## src/rtl/multi_err_compare_block.sv

```systemverilog
// Read-data compare stage: queues read-check commands, walks Avalon-MM read bursts
// word by word and reports mismatches of enabled bytes against a fixed or LFSR pattern.
module multi_err_compare_block #(
   parameter int DATA_W  = 128,
   parameter int ADDR_W  = 31,
   parameter int BURST_W = 8,
   parameter int FIFO_AW = 3,
   parameter int CNT_W   = 32,
   localparam int BYTES  = DATA_W / 8,
   localparam int BI_W   = $clog2(BYTES)
) (
   input  logic                   clk_i,
   input  logic                   rst_i,
   input  logic                   start_test_i,
   input  logic                   stop_on_err_i,
   input  logic                   cmd_valid_i,
   output logic                   cmd_ready_o,
   input  logic [ADDR_W-1:0]      cmd_addr_i,
   input  logic [BURST_W-1:0]     cmd_words_i,
   input  logic [BI_W-1:0]        cmd_start_off_i,
   input  logic [BI_W-1:0]        cmd_end_off_i,
   input  logic [7:0]             cmd_data_i,
   input  logic                   cmd_rnd_i,
   input  logic                   readdatavalid_i,
   input  logic [DATA_W-1:0]      readdata_i,
   output logic                   err_stb_o,
   output logic [CNT_W-1:0]       err_cnt_o,
   output logic                   first_err_o,
   output logic [ADDR_W+BI_W-1:0] err_addr_o,
   output logic [7:0]             err_data_o,
   output logic [7:0]             orig_data_o,
   output logic                   orphan_o,
   output logic                   busy_o
);

   localparam int DEPTH = 1 << FIFO_AW;
   localparam int PTR_W = FIFO_AW + 1;

   typedef enum logic [1:0] {
      ST_IDLE = 2'd0,
      ST_LOAD = 2'd1,
      ST_RUN  = 2'd2,
      ST_HALT = 2'd3
   } state_t;

   typedef struct packed {
      logic [ADDR_W-1:0]  addr;
      logic [BURST_W-1:0] words;
      logic [BI_W-1:0]    soff;
      logic [BI_W-1:0]    eoff;
      logic [7:0]         data;
      logic               rnd;
   } cmd_t;

   function automatic logic [7:0] lfsr_next(input logic [7:0] p);
      return {p[6:0], p[6] ^ p[1] ^ p[0]};
   endfunction

   function automatic logic [BI_W-1:0] lowest_set(input logic [BYTES-1:0] vec);
      logic [BI_W-1:0] idx;
      idx = {BI_W{1'b0}};
      for (int i = BYTES - 1; i >= 0; i--) begin
         if (vec[i]) begin
            idx = BI_W'(i);
         end
      end
      return idx;
   endfunction

   cmd_t                   fifo_mem_q [DEPTH];
   cmd_t                   head_s, wr_cmd_s;
   state_t                 state_q, state_d;
   logic [PTR_W-1:0]       rd_ptr_q, rd_ptr_d, wr_ptr_q, wr_ptr_d;
   logic [ADDR_W-1:0]      addr_q, addr_d, s1_addr_q, s1_addr_d;
   logic [BURST_W-1:0]     words_q, words_d;
   logic [7:0]             pat_q, pat_d, s1_pat_q, s1_pat_d;
   logic [BI_W-1:0]        soff_q, soff_d, eoff_q, eoff_d, err_idx_s;
   logic                   rnd_q, rnd_d, first_q, first_d, stop_mode_q;
   logic                   s1_valid_q, s1_valid_d;
   logic [BYTES-1:0]       s1_mis_q, s1_mis_d, mis_s;
   logic [DATA_W-1:0]      s1_data_q, s1_data_d;
   logic                   err_stb_q, err_stb_d, first_err_q, first_err_d;
   logic [CNT_W-1:0]       err_cnt_q, err_cnt_d;
   logic [ADDR_W+BI_W-1:0] err_addr_q, err_addr_d;
   logic [7:0]             err_data_q, err_data_d, orig_data_q, orig_data_d;
   logic                   orphan_q, orphan_d, busy_q, busy_d, cmd_ready_q, cmd_ready_d;
   logic                   push_s, pop_s, fifo_empty_s, halt_now_s, halt_s;

   assign wr_cmd_s     = '{addr: cmd_addr_i, words: cmd_words_i, soff: cmd_start_off_i,
                           eoff: cmd_end_off_i, data: cmd_data_i, rnd: cmd_rnd_i};
   assign head_s       = fifo_mem_q[rd_ptr_q[FIFO_AW-1:0]];
   assign fifo_empty_s = (rd_ptr_q == wr_ptr_q);
   assign push_s       = cmd_valid_i && cmd_ready_q && !start_test_i && (state_q != ST_HALT);

   // Command storage; contents are only meaningful between the pointers.
   always_ff @(posedge clk_i) begin
      if (push_s) begin
         fifo_mem_q[wr_ptr_q[FIFO_AW-1:0]] <= wr_cmd_s;
      end
   end

   // Per-byte mismatch of the incoming word; the first/last word masks apply at once on single-word bursts.
   always_comb begin
      mis_s = {BYTES{1'b0}};
      for (int i = 0; i < BYTES; i++) begin
         if ((first_q && (BI_W'(i) < soff_q)) ||
             ((words_q == {BURST_W{1'b0}}) && (BI_W'(i) > eoff_q))) begin
            mis_s[i] = 1'b0;
         end else begin
            mis_s[i] = (readdata_i[8*i +: 8] != pat_q);
         end
      end
   end

   // Stage 2: error strobe, saturating count and first-error capture.
   always_comb begin
      err_stb_d   = 1'b0;
      err_cnt_d   = err_cnt_q;
      first_err_d = first_err_q;
      err_addr_d  = err_addr_q;
      err_data_d  = err_data_q;
      orig_data_d = orig_data_q;
      halt_now_s  = 1'b0;
      err_idx_s   = lowest_set(s1_mis_q);
      if (s1_valid_q && (|s1_mis_q) && (state_q != ST_HALT)) begin
         err_stb_d = 1'b1;
         if (err_cnt_q != {CNT_W{1'b1}}) begin
            err_cnt_d = err_cnt_q + CNT_W'(1);
         end else begin
            err_cnt_d = err_cnt_q;
         end
         if (!first_err_q) begin
            first_err_d = 1'b1;
            err_addr_d  = {s1_addr_q, err_idx_s};
            err_data_d  = s1_data_q[{err_idx_s, 3'b000} +: 8];
            orig_data_d = s1_pat_q;
         end else begin
            first_err_d = first_err_q;
         end
         halt_now_s = stop_mode_q;
      end else begin
         halt_now_s = 1'b0;
      end
   end

   // Burst tracking FSM, FIFO pointers and stage-1 capture.
   always_comb begin
      state_d    = state_q;
      rd_ptr_d   = rd_ptr_q;
      addr_d     = addr_q;
      words_d    = words_q;
      pat_d      = pat_q;
      soff_d     = soff_q;
      eoff_d     = eoff_q;
      rnd_d      = rnd_q;
      first_d    = first_q;
      s1_valid_d = 1'b0;
      s1_mis_d   = s1_mis_q;
      s1_addr_d  = s1_addr_q;
      s1_pat_d   = s1_pat_q;
      s1_data_d  = s1_data_q;
      orphan_d   = orphan_q;
      pop_s      = 1'b0;
      if (push_s) begin
         wr_ptr_d = wr_ptr_q + PTR_W'(1);
      end else begin
         wr_ptr_d = wr_ptr_q;
      end
      case (state_q)
         ST_IDLE: begin
            orphan_d = orphan_q | readdatavalid_i;
            if (!fifo_empty_s) begin
               pop_s   = 1'b1;
               state_d = ST_LOAD;
            end else begin
               state_d = ST_IDLE;
            end
         end
         ST_LOAD: begin
            orphan_d = orphan_q | readdatavalid_i;
            state_d  = ST_RUN;
         end
         ST_RUN: begin
            if (readdatavalid_i) begin
               s1_valid_d = 1'b1;
               s1_mis_d   = mis_s;
               s1_addr_d  = addr_q;
               s1_pat_d   = pat_q;
               s1_data_d  = readdata_i;
               addr_d     = addr_q + ADDR_W'(1);
               words_d    = words_q - BURST_W'(1);
               first_d    = 1'b0;
               if (rnd_q) begin
                  pat_d = lfsr_next(pat_q);
               end else begin
                  pat_d = pat_q;
               end
               if (words_q == {BURST_W{1'b0}}) begin
                  if (!fifo_empty_s) begin
                     pop_s   = 1'b1;
                     state_d = ST_LOAD;
                  end else begin
                     state_d = ST_IDLE;
                  end
               end else begin
                  state_d = ST_RUN;
               end
            end else begin
               state_d = ST_RUN;
            end
         end
         ST_HALT: begin
            state_d = ST_HALT;
         end
         default: begin
            state_d = ST_IDLE;
         end
      endcase
      // A pop loads the working registers straight from the FIFO head; LOAD is the settle cycle.
      if (pop_s) begin
         rd_ptr_d = rd_ptr_q + PTR_W'(1);
         addr_d   = head_s.addr;
         words_d  = head_s.words;
         pat_d    = head_s.data;
         soff_d   = head_s.soff;
         eoff_d   = head_s.eoff;
         rnd_d    = head_s.rnd;
         first_d  = 1'b1;
      end else begin
         rd_ptr_d = rd_ptr_q;
      end
      halt_s      = halt_now_s || (state_q == ST_HALT);
      state_d     = halt_s ? ST_HALT : state_d;
      rd_ptr_d    = halt_s ? wr_ptr_d : rd_ptr_d;
      s1_valid_d  = halt_s ? 1'b0 : s1_valid_d;
      busy_d      = (state_d != ST_HALT) &&
                    ((wr_ptr_d != rd_ptr_d) || (state_d == ST_LOAD) ||
                     (state_d == ST_RUN) || s1_valid_d);
      cmd_ready_d = ((wr_ptr_d - rd_ptr_d) != PTR_W'(DEPTH));
   end

   // State register; start_test_i clears like reset but latches the stop mode.
   always_ff @(posedge clk_i) begin
      if (rst_i || start_test_i) begin
         state_q     <= ST_IDLE;
         rd_ptr_q    <= {PTR_W{1'b0}};
         wr_ptr_q    <= {PTR_W{1'b0}};
         addr_q      <= {ADDR_W{1'b0}};
         words_q     <= {BURST_W{1'b0}};
         pat_q       <= 8'h00;
         soff_q      <= {BI_W{1'b0}};
         eoff_q      <= {BI_W{1'b0}};
         rnd_q       <= 1'b0;
         first_q     <= 1'b0;
         stop_mode_q <= rst_i ? 1'b0 : stop_on_err_i;
         s1_valid_q  <= 1'b0;
         s1_mis_q    <= {BYTES{1'b0}};
         s1_addr_q   <= {ADDR_W{1'b0}};
         s1_pat_q    <= 8'h00;
         s1_data_q   <= {DATA_W{1'b0}};
         err_stb_q   <= 1'b0;
         err_cnt_q   <= {CNT_W{1'b0}};
         first_err_q <= 1'b0;
         err_addr_q  <= {(ADDR_W+BI_W){1'b0}};
         err_data_q  <= 8'h00;
         orig_data_q <= 8'h00;
         orphan_q    <= 1'b0;
         busy_q      <= 1'b0;
         cmd_ready_q <= 1'b1;
      end else begin
         state_q     <= state_d;
         rd_ptr_q    <= rd_ptr_d;
         wr_ptr_q    <= wr_ptr_d;
         addr_q      <= addr_d;
         words_q     <= words_d;
         pat_q       <= pat_d;
         soff_q      <= soff_d;
         eoff_q      <= eoff_d;
         rnd_q       <= rnd_d;
         first_q     <= first_d;
         stop_mode_q <= stop_mode_q;
         s1_valid_q  <= s1_valid_d;
         s1_mis_q    <= s1_mis_d;
         s1_addr_q   <= s1_addr_d;
         s1_pat_q    <= s1_pat_d;
         s1_data_q   <= s1_data_d;
         err_stb_q   <= err_stb_d;
         err_cnt_q   <= err_cnt_d;
         first_err_q <= first_err_d;
         err_addr_q  <= err_addr_d;
         err_data_q  <= err_data_d;
         orig_data_q <= orig_data_d;
         orphan_q    <= orphan_d;
         busy_q      <= busy_d;
         cmd_ready_q <= cmd_ready_d;
      end
   end

   assign cmd_ready_o = cmd_ready_q;
   assign err_stb_o   = err_stb_q;
   assign err_cnt_o   = err_cnt_q;
   assign first_err_o = first_err_q;
   assign err_addr_o  = err_addr_q;
   assign err_data_o  = err_data_q;
   assign orig_data_o = orig_data_q;
   assign orphan_o    = orphan_q;
   assign busy_o      = busy_q;

endmodule

```

## config.mk

```make
export PLATFORM = sky130hd
export DESIGN_NAME = multi_err_compare_block
export DESIGN_NICKNAME = d
export VERILOG_FILES = /design/src/rtl/multi_err_compare_block.sv
export SDC_FILE = /design/constraint.sdc
export NUM_CORES = 1
export LEC_CHECK = 0
export CORE_ASPECT_RATIO = 0.8
export CORE_MARGIN = 3
export CORE_UTILIZATION = 50
export DETAILED_ROUTE_END_ITERATION = 10
export PLACE_DENSITY_LB_ADDON = 0.2
export SLEW_MARGIN = 15
export SYNTH_ARGS = -nofsm -noshare
export SYNTH_HDL_FRONTEND = slang
export SYNTH_SLANG_ARGS = --single-unit
```

## constraint.sdc

```tcl
create_clock -name clk_i -period 20.2 [get_ports clk_i]
set_input_delay 3.03 -clock clk_i [delete_from_list [all_inputs] [get_ports clk_i]]
set_output_delay 3.03 -clock clk_i [all_outputs]
set_load 0.02 [all_outputs]
```

### After elaboration in Yosys (flattened, before gate mapping)

Memories as Yosys holds them, arrays and structs flattened. A register that Yosys moved wholly into a read port is not among the register bits.
Index checks and enable logic that the tools add are counted.

| cells by class | value |
|---|---|
| eq/ne operators | 27 |
| shifts and indexed selects | 1 |
| multiplexer cells | 65 |
| reductions and logical operators | 72 |
| magnitude comparators | 32 |
| $add $sub $neg | 6 |
| bitwise logic cells | 4 |

Operators with widths:

| operator | number |
|---|---|
| != test 8 bit | 16 |
| indexed part select 128 x 8 -> 8 bit | 1 |
| 2-to-1 mux 31 bit | 3 |
| 2-to-1 mux 4 bit | 19 |
| 2-to-1 mux 8 bit | 7 |
| logical AND 1 bit | 38 |
| adder 32 x 1 -> 32 bit, second input constant | 1 |
| > comparator 4 bit, first input constant | 8 |
| less-than comparator 4 bit, first input constant | 8 |
| != test 32 bit, second input constant | 1 |
| adder 31 x 1 -> 31 bit, second input constant | 1 |
| 2-to-1 mux 1 bit | 30 |
| logical OR 1 bit | 21 |
| > comparator 3 x 4 -> 1 bit, first input constant | 4 |
| less-than comparator 3 x 4 -> 1 bit, first input constant | 4 |
| OR reduction 16 bit | 1 |
| adder 4 x 1 -> 4 bit, second input constant | 2 |
| > comparator 1 x 4 -> 1 bit, first input constant | 2 |
| > comparator 2 x 4 -> 1 bit, first input constant | 2 |
| zero test 8 bit | 1 |
| less-than comparator 1 x 4 -> 1 bit, first input constant | 2 |
| less-than comparator 2 x 4 -> 1 bit, first input constant | 2 |
| case mux 2 bit (4 select lines) | 1 |
| AND reduction 2 bit | 4 |
| 19 further kinds | 28 |

| word-level totals | value |
|---|---|
| output and inout port bits | 88 |
| memory bits (writable) | 448 |
| bits of input ports | 190 |
| memories | 1 |
| flip-flop bits (word level) | 340 |

Memory list:

| memory | words | bits a word | rd ports | clocked after Yosys merged registers in | write ports | RTL line | RTL |
|---|---|---|---|---|---|---|---|
| fifo_mem_q | 8 | 56 | 1 | 1 | 1 | 70 | `cmd_t fifo_mem_q [DEPTH];` |

### Depth between registers and ports, before layout

Gate-level depths: netlist (run 1).

| depth | value |
|---|---|
| word-level depth | 17 |
| gate-level depth with buffers | 13 |

### Worst setup path before layout (run 1)

Ideal clock, no wire load.

| timing path | value |
|---|---|
| kind | input to register |
| start point | in cmd_valid_i |
| end point | reg cmd_ready_q, in the netlist cmd_ready_o |
| required time | 20.058 ns |
| stages on the path | 7 |
| arrival | 11.086 ns |
| path slack | 8.971 ns |
| cells stage by stage | nand2_1 > nor4b_1 > xnor2_1 > xnor3_1 > nand3b_1 > nor4b_1 > o2111ai_1 |

| on the way | value |
|---|---|
| longest elaborated chain between the ends | 7 |

Ends and longest elaborated chain:

| item | RTL line | RTL |
|---|---|---|
| start, declared | 16 | `input logic cmd_valid_i,` |
| logical AND 1 bit (*) (3 in series) | 93 | `assign push_s = cmd_valid_i && cmd_ready_q && !start_test_i && (state_q != ST_HALT);` |
| 2-to-1 mux 4 bit (*) | 164 | `if (push_s) begin` |
| 2-to-1 mux 4 bit | 234 | `rd_ptr_d = halt_s ? wr_ptr_d : rd_ptr_d;` |
| subtractor 4 bit (*) | 239 | `cmd_ready_d = ((wr_ptr_d - rd_ptr_d) != PTR_W'(DEPTH));` |
| != test 4 bit (*) | 239 |  |
| end signal, assigned | 295 | `cmd_ready_q <= cmd_ready_d;` |
| end, declared | 86 | `logic orphan_q, orphan_d, busy_q, busy_d, cmd_ready_q, cmd_ready_d;` |

Every way passes the cells marked *; elsewhere a longest branch is shown, timed or not.
A chain may end at the register's enable or synchronous reset.

### Final worst setup path (run 1)

| timing path | value |
|---|---|
| start point | in readdatavalid_i |
| end point | reg s1_mis_q[5] |

| on the way | value |
|---|---|
| longest elaborated chain between the ends | 1 |

Ends and longest elaborated chain:

| item | RTL line | RTL |
|---|---|---|
| start, declared | 24 | `input logic readdatavalid_i,` |
| AND reduction 2 bit (no source line) | -- |  |
| end signal, assigned | 257 | `s1_mis_q <= {BYTES{1'b0}};` |
| end signal, assigned | 283 | `s1_mis_q <= s1_mis_d;` |
| end, declared | 80 | `logic [BYTES-1:0] s1_mis_q, s1_mis_d, mis_s;` |

No other way between the ends.

==> impl_metrics.toml, run 1 <==
[synth]
synth_fp_nets = 3015
synth_most_common_cell = "nand2_1"
async_flop_share_pct = 0
synth_cells = 2817
synth-seq-area-share_pct = 61.2
ys_top_cells_by_count = "nand2_1, edfxtp_1, dfxtp_1"
synth-xor-area-share_pct = 4.59
yosys.area.top_type = "edfxtp_1"
synth_area_leaders = "edfxtp_1, dfxtp_1, mux4_2, nand2_1, a21oi_1"
synth_flop_cell = "edfxtp_1"
synth.area.mux_share_pct = 9.33
synthSimpleGateAreaFrac_pct = 12.6
ys_ff_latch = 788
synth_top_area_share_pct = 40.7
synth_top_family_by_area = "simple AND/OR/NAND/NOR gates"
synth_area_per_cell_um2 = 11.8
synth-compound-area-share_pct = 9.42
synth.distinct_cells = 68
synth_area_um2 = 33100
synth_edf_count = 449
yosys_warnings = 0
synthAdderAreaFrac_pct = 0.302

[pwr]
irDropWorstVdd_v = 0.0000761
total_power_mw = 3.38
leakage_nw = 12.2
power.density_nw_per_um2 = 86.2

[place]
pre_cts_slack_ns = 13.83
placedCellCount = 3787
place.port_buffers = 277
dp_hpwl_um = 57600
routabilityCongestion = 0.901

[critical_path]
crit_top_cell = "buf_4"
rrSetupSlack_ns = 16.16
rr_worst_depth = 6
critPathMaxFanout = 97
crit_chain = "clkdlybuf4s50_1 > and3b_4 > buf_4 > buf_4 > o21ai_0 > a221oi_1 > a21oi_1 > nor2_1"
crit-reg2reg-capture = "addr_q[23]$_SDFFE_PP0P_"
end_kind = "flip-flop"
cp.required_ns = 20.75
worst-setup-path-type = "primary input to flip-flop"
crit_path_start_kind = "primary input"
arrival_ns = 6.25
cpMaxStageDelayCell = "buf_4"
cpPeakStageDelay_ns = 0.91
r2r_start = "rd_ptr_q[0]$_SDFF_PP0_"

[sta]
hold_violations = 0
period_share_pct = 28.2
max_freq_mhz = 176
finalSetupViolations = 0
hold_ws_ns = 0.441
rsz0062_at_grt = "no"
slew_viol_final = 0
fin_skew_ns = 0.0334
min_period_ns = 5.69
finalSetupTns_ns = 0
worst_pin_slew_ns = 1.08
postLayoutSetupSlackWorst_ns = 14.51
slew_headroom_pct = 27.8

[global_route]
grt_max_degree = 213
grt_pass1_wl_um = 139000
grt_usage_pct = 26.2
grt_overflow_total = 0
antenna_found_initial = 0
grt_pass1_vias = 22729

[clocking]
root_buffer = "clkbuf_16"
cts.clk_slew.worst_paths_ns = 0.06
htreeDepth = 3
hold_buffers = 0
numCtsBuffers = 79
clkSinkCount = 788
post_cts_buffers = 0
cts_tree = "built"
clock_path_buffers = 3
insertion_delay_ns = 0.65
cts_resized = 0

[route]
ant_nets = 0
num_vias = 23416
wire_per_inst_um = 23.3
drt_iter0_drc = 2227
drc = 0
wl_um = 91800
drt_first_pass_iters = 6
via_per_inst = 5.95

[floorplan]
start_util_pct = 51.0
coreArea_um2 = 64900
dieArea_um2 = 69400
die_y_um = 236
num_io_pins = 278
rows = 83
die_w_um = 294

[min_path]
holdPathEnd = "orig_data_o[0]$_SDFFE_PP0P_"
whs_path_depth = 2
min_path_type = "flip-flop to flip-flop"
worstHoldStart = "s1_pat_q[0]$_SDFFE_PP0P_"

[final_layout]
layoutNonFillerInstCount = 3934
num-nets-final = 3216
drive_above_1_share_pct = 10.2
area_growth_pct = 18.4

[run]
cap_violations = 0

[run_status]
status = "finished, final reports clean"
layer usage:
metal / part of all wire [%] / wire length, um / track usage, %
met5: 0 / 0 / 0
met4: 3.7 / 3430 / 9.73
met3: 7.0 / 6440 / 4.51
met2: 47 / 43200 / 41.5
met1: 42 / 38700 / 36.3
area by class of cell:
| class | instances | area (um^2) |
|---|---|---|
| inverters | 11 | 53.8 |
| clock buffers | 109 | 2170 |
| flip-flops and latches | 788 | 20300 |
| repair buffers | 316 | 3070 |
| well taps | 850 | 1060 |
| multi-input cells | 1822 | 12100 |
| diodes | 1 | 2.50 |
| fillers | 5098 | 25700 |
| clock inverters | 37 | 485 |
placed cells by master (no fill, tap or decap), types with 24 or more instances in the layout:
master / count
nand3_1: 54
nor4_1: 35
edfxtp_1: 449
a21oi_1: 290
buf_4: 38
mux2i_1: 50
xor2_1: 109
nor3_1: 35
a211oi_1: 44
mux4_2: 112
nor2_1: 138
dfxtp_1: 336
clkdlybuf4s50_1: 277
xnor2_1: 62
and3_1: 24
nand4_1: 27
clkbuf_16: 79
nand2_1: 538
o21ai_0: 79
worst max path at each step:
stage	startpoint	to	slack (ns)
floorplan	cmd_valid_i	cmd_ready_o$_SDFF_PP1_	8.97
global placement	start_test_i	addr_q[11]$_SDFFE_PP0P_	13.89
detailed placement	start_test_i	err_cnt_o[25]$_SDFFE_PP0P_	13.83
CTS	start_test_i	fifo_mem_q[0][15]$_DFFE_PP_	14.51
global route	readdatavalid_i	s1_mis_q[5]$_SDFFE_PP0P_	14.28
finish	readdatavalid_i	s1_mis_q[5]$_SDFFE_PP0P_	14.51
cell families after synthesis:
group                    after synthesis
AND/OR/NAND/NOR                      941
flip-flops                           788
AO/OA/AOI/OAI                        533
buffers and inverters                207
XOR/XNOR                             172
multiplexers                         168
adder cells (fa/ha/maj)                8
where the power goes:
| part | internal (mW) | total [mW] | switching [mW] |
|---|---|---|---|
| Clock | 0.866 | 1.50 | 0.631 |
| Combinational | 0.0738 | 0.172 | 0.0986 |
| Sequential | 1.70 | 1.71 | 0.00775 |
metrics by stage:
stage               area, um^2  utilization, %
global placement         36600            56.3
floorplan                33100               -
finish                   39200            60.4
global route             39200            60.4
detailed placement       36600            56.3
CTS                      39200            60.4
state kept, by name, summed over array words and instances (netlist names), 8 cells and up:
name and flops:
fifo_mem_q 448, s1_addr_q 31, err_data_o 8, err_addr_o 35
pat_q 8, addr_q 31, orig_data_o 8, s1_mis_q 16
s1_data_q 128, words_q 8, err_cnt_o 32, s1_pat_q 8
worst max-delay path, delay by kind of cell:
kind	cells	cell delay (ns)
AO/OA/AOI/OAI	3	0.54
buffers and inverters	3	2.23
AND/OR/NAND/NOR	2	0.35
Power figures use the tool's default switching activity.
==> run 2: changes to the inputs <==
==> constraint.sdc (replaced) <==
create_clock -name clk_i -period 5.15 [get_ports clk_i]
set_input_delay 0.7725 -clock clk_i [delete_from_list [all_inputs] [get_ports clk_i]]
set_output_delay 0.7725 -clock clk_i [all_outputs]
set_load 0.02 [all_outputs]
==> run 2 against run 1 <==
  * Clock power rose to 3.6 times the previous value
  * Sequential share of layout area rose by 0.20 points
  * Sequential power rose to 3.9 times the previous value
  * Combinational power rose to 3.9 times the previous value
  * Final area fell by 0.39%
  * Clock-buffer cell count fell by 4
  * Power rose to 3.8 times the previous value
  * First-iteration DRC count rose by 8.8%
  * Critical path type is now flip-flop to flip-flop
  * Critical endpoint is now cmd_ready_o$_SDFF_PP1_
  * Largest cell class unchanged
==> impl_metrics.toml, run 2 (synthesis gave the netlist of run 1 again) <==
[run_status]
status = "finished, final reports clean"

[route]
num_vias = 23385
wire_per_inst_um = 23.0
drc = 0
ant_nets = 0
via_per_inst = 5.94
drt_iter0_drc = 2424
wl_um = 90700
drt_first_pass_iters = 5

[clocking]
clock_path_buffers = 3
cts_resized = 0
clkSinkCount = 788
hold_buffers = 0
numCtsBuffers = 78
cts_tree = "built"
cts.clk_slew.worst_paths_ns = 0.06
post_cts_buffers = 0
root_buffer = "clkbuf_16"
insertion_delay_ns = 0.63
htreeDepth = 3

[place]
routabilityCongestion = 0.926
placedCellCount = 3791
dp_hpwl_um = 58000
placed_area_um2 = 36700
place.port_buffers = 277

[final_layout]
fin_area_um2 = 39100
layout_commonest_cell = "nand2_1"
n_fill_cell = 5108
regArea_um2 = 20300
drive_above_1_share_pct = 9.96
num-nets-final = 3219
layoutNonFillerInstCount = 3936
area_growth_pct = 18.0
multi_input_area_um2 = 12100
largest_reg_flops = 448
mostFrequentLayoutCells = "nand2_1, edfxtp_1, dfxtp_1"

[critical_path]
crit_path_start_kind = "flip-flop"
critPathMaxFanout = 11
end_kind = "flip-flop"
cp.required_ns = 5.63
arrival_ns = 4.15
worst-setup-path-type = "flip-flop to flip-flop"

[floorplan]
coreArea_um2 = 64900
die_y_um = 236
start_util_pct = 51.0
rows = 83
num_io_pins = 278
dieArea_um2 = 69400
die_w_um = 294

[sta]
slew_viol_final = 0
slew_headroom_pct = 27.4
period_share_pct = 71.3
worst_pin_slew_ns = 1.09
min_period_ns = 3.67
finalSetupTns_ns = 0
finalSetupViolations = 0
rsz0062_at_grt = "no"
hold_violations = 0
fin_skew_ns = 0.0227
max_freq_mhz = 272
hold_ws_ns = 0.451

[pwr]
irDropWorstVdd_v = 0.000281
power.density_nw_per_um2 = 327
leakage_nw = 12.1

[run]
cap_violations = 0

[min_path]
min_path_type = "flip-flop to flip-flop"

[global_route]
grt_max_degree = 141
antenna_found_initial = 3
grt_usage_pct = 25.7
grt_pass1_wl_um = 138000
grt_pass1_vias = 22645
grt_overflow_total = 0
-- run 2: layer usage --
layer	part of all wire [%]	GRT usage [%]	vias to the layer above
li1	-	-	10677
met1	43	36.4	11599
met2	47	41.0	948
met3	6.9	3.79	161
met4	3.0	8.45	0
met5	0	0	-
-- run 2: stage by stage --
step / utilization [%] / power [mW] / worst slack, ns
after floorplan: - / 7.17 / 0.900
after global placement: 56.5 / 7.51 / 1.44
after detailed placement: 56.5 / 7.52 / 1.45
after CTS: 60.2 / 12.9 / 1.53
after global routing: 60.2 / 13.2 / 1.20
final: 60.2 / 12.8 / 1.48
-- run 2: report_power, final --
part           internal, mW  switching, mW  total (mW)
clock network          3.00           2.40        5.39
registers              6.68         0.0345        6.72
logic                 0.293          0.383       0.677
-- run 2: worst paths after layout --
check | cells past startpoint | end | start | slack (ns)
setup / recovery | 8 | cmd_ready_o$_SDFF_PP1_ | s1_mis_q[5]$_SDFFE_PP0P_ | 1.48
hold / removal | 2 | orig_data_o[3]$_SDFFE_PP0P_ | s1_pat_q[3]$_SDFFE_PP0P_ | 0.45
setup reg to reg | 8 | cmd_ready_o$_SDFF_PP1_ | s1_mis_q[5]$_SDFFE_PP0P_ | 1.48
hold reg to reg | 2 | orig_data_o[3]$_SDFFE_PP0P_ | s1_pat_q[3]$_SDFFE_PP0P_ | 0.45
-- run 2: final cells by class --
class / count / share of cell area (%)
clock inverter: 37 / 0.669
timing repair buffer: 320 / 8.05
antenna: 3 / 0.0192
sequential: 788 / 51.9
inverter: 11 / 0.125
clock buffer: 105 / 5.49
tap: 850 / 2.72
multi-input combinational: 1822 / 31.0
-- run 2: critical path, cell delays in order (launching register included) --
cell	delay (ns)
dfxtp_1	0.38
nor4_1	0.61
nand4_1	0.33
and3_1	0.32
a21oi_1	0.68
mux2_2	0.42
ha_1	0.31
nor4b_1	0.33
o2111ai_1	0.13
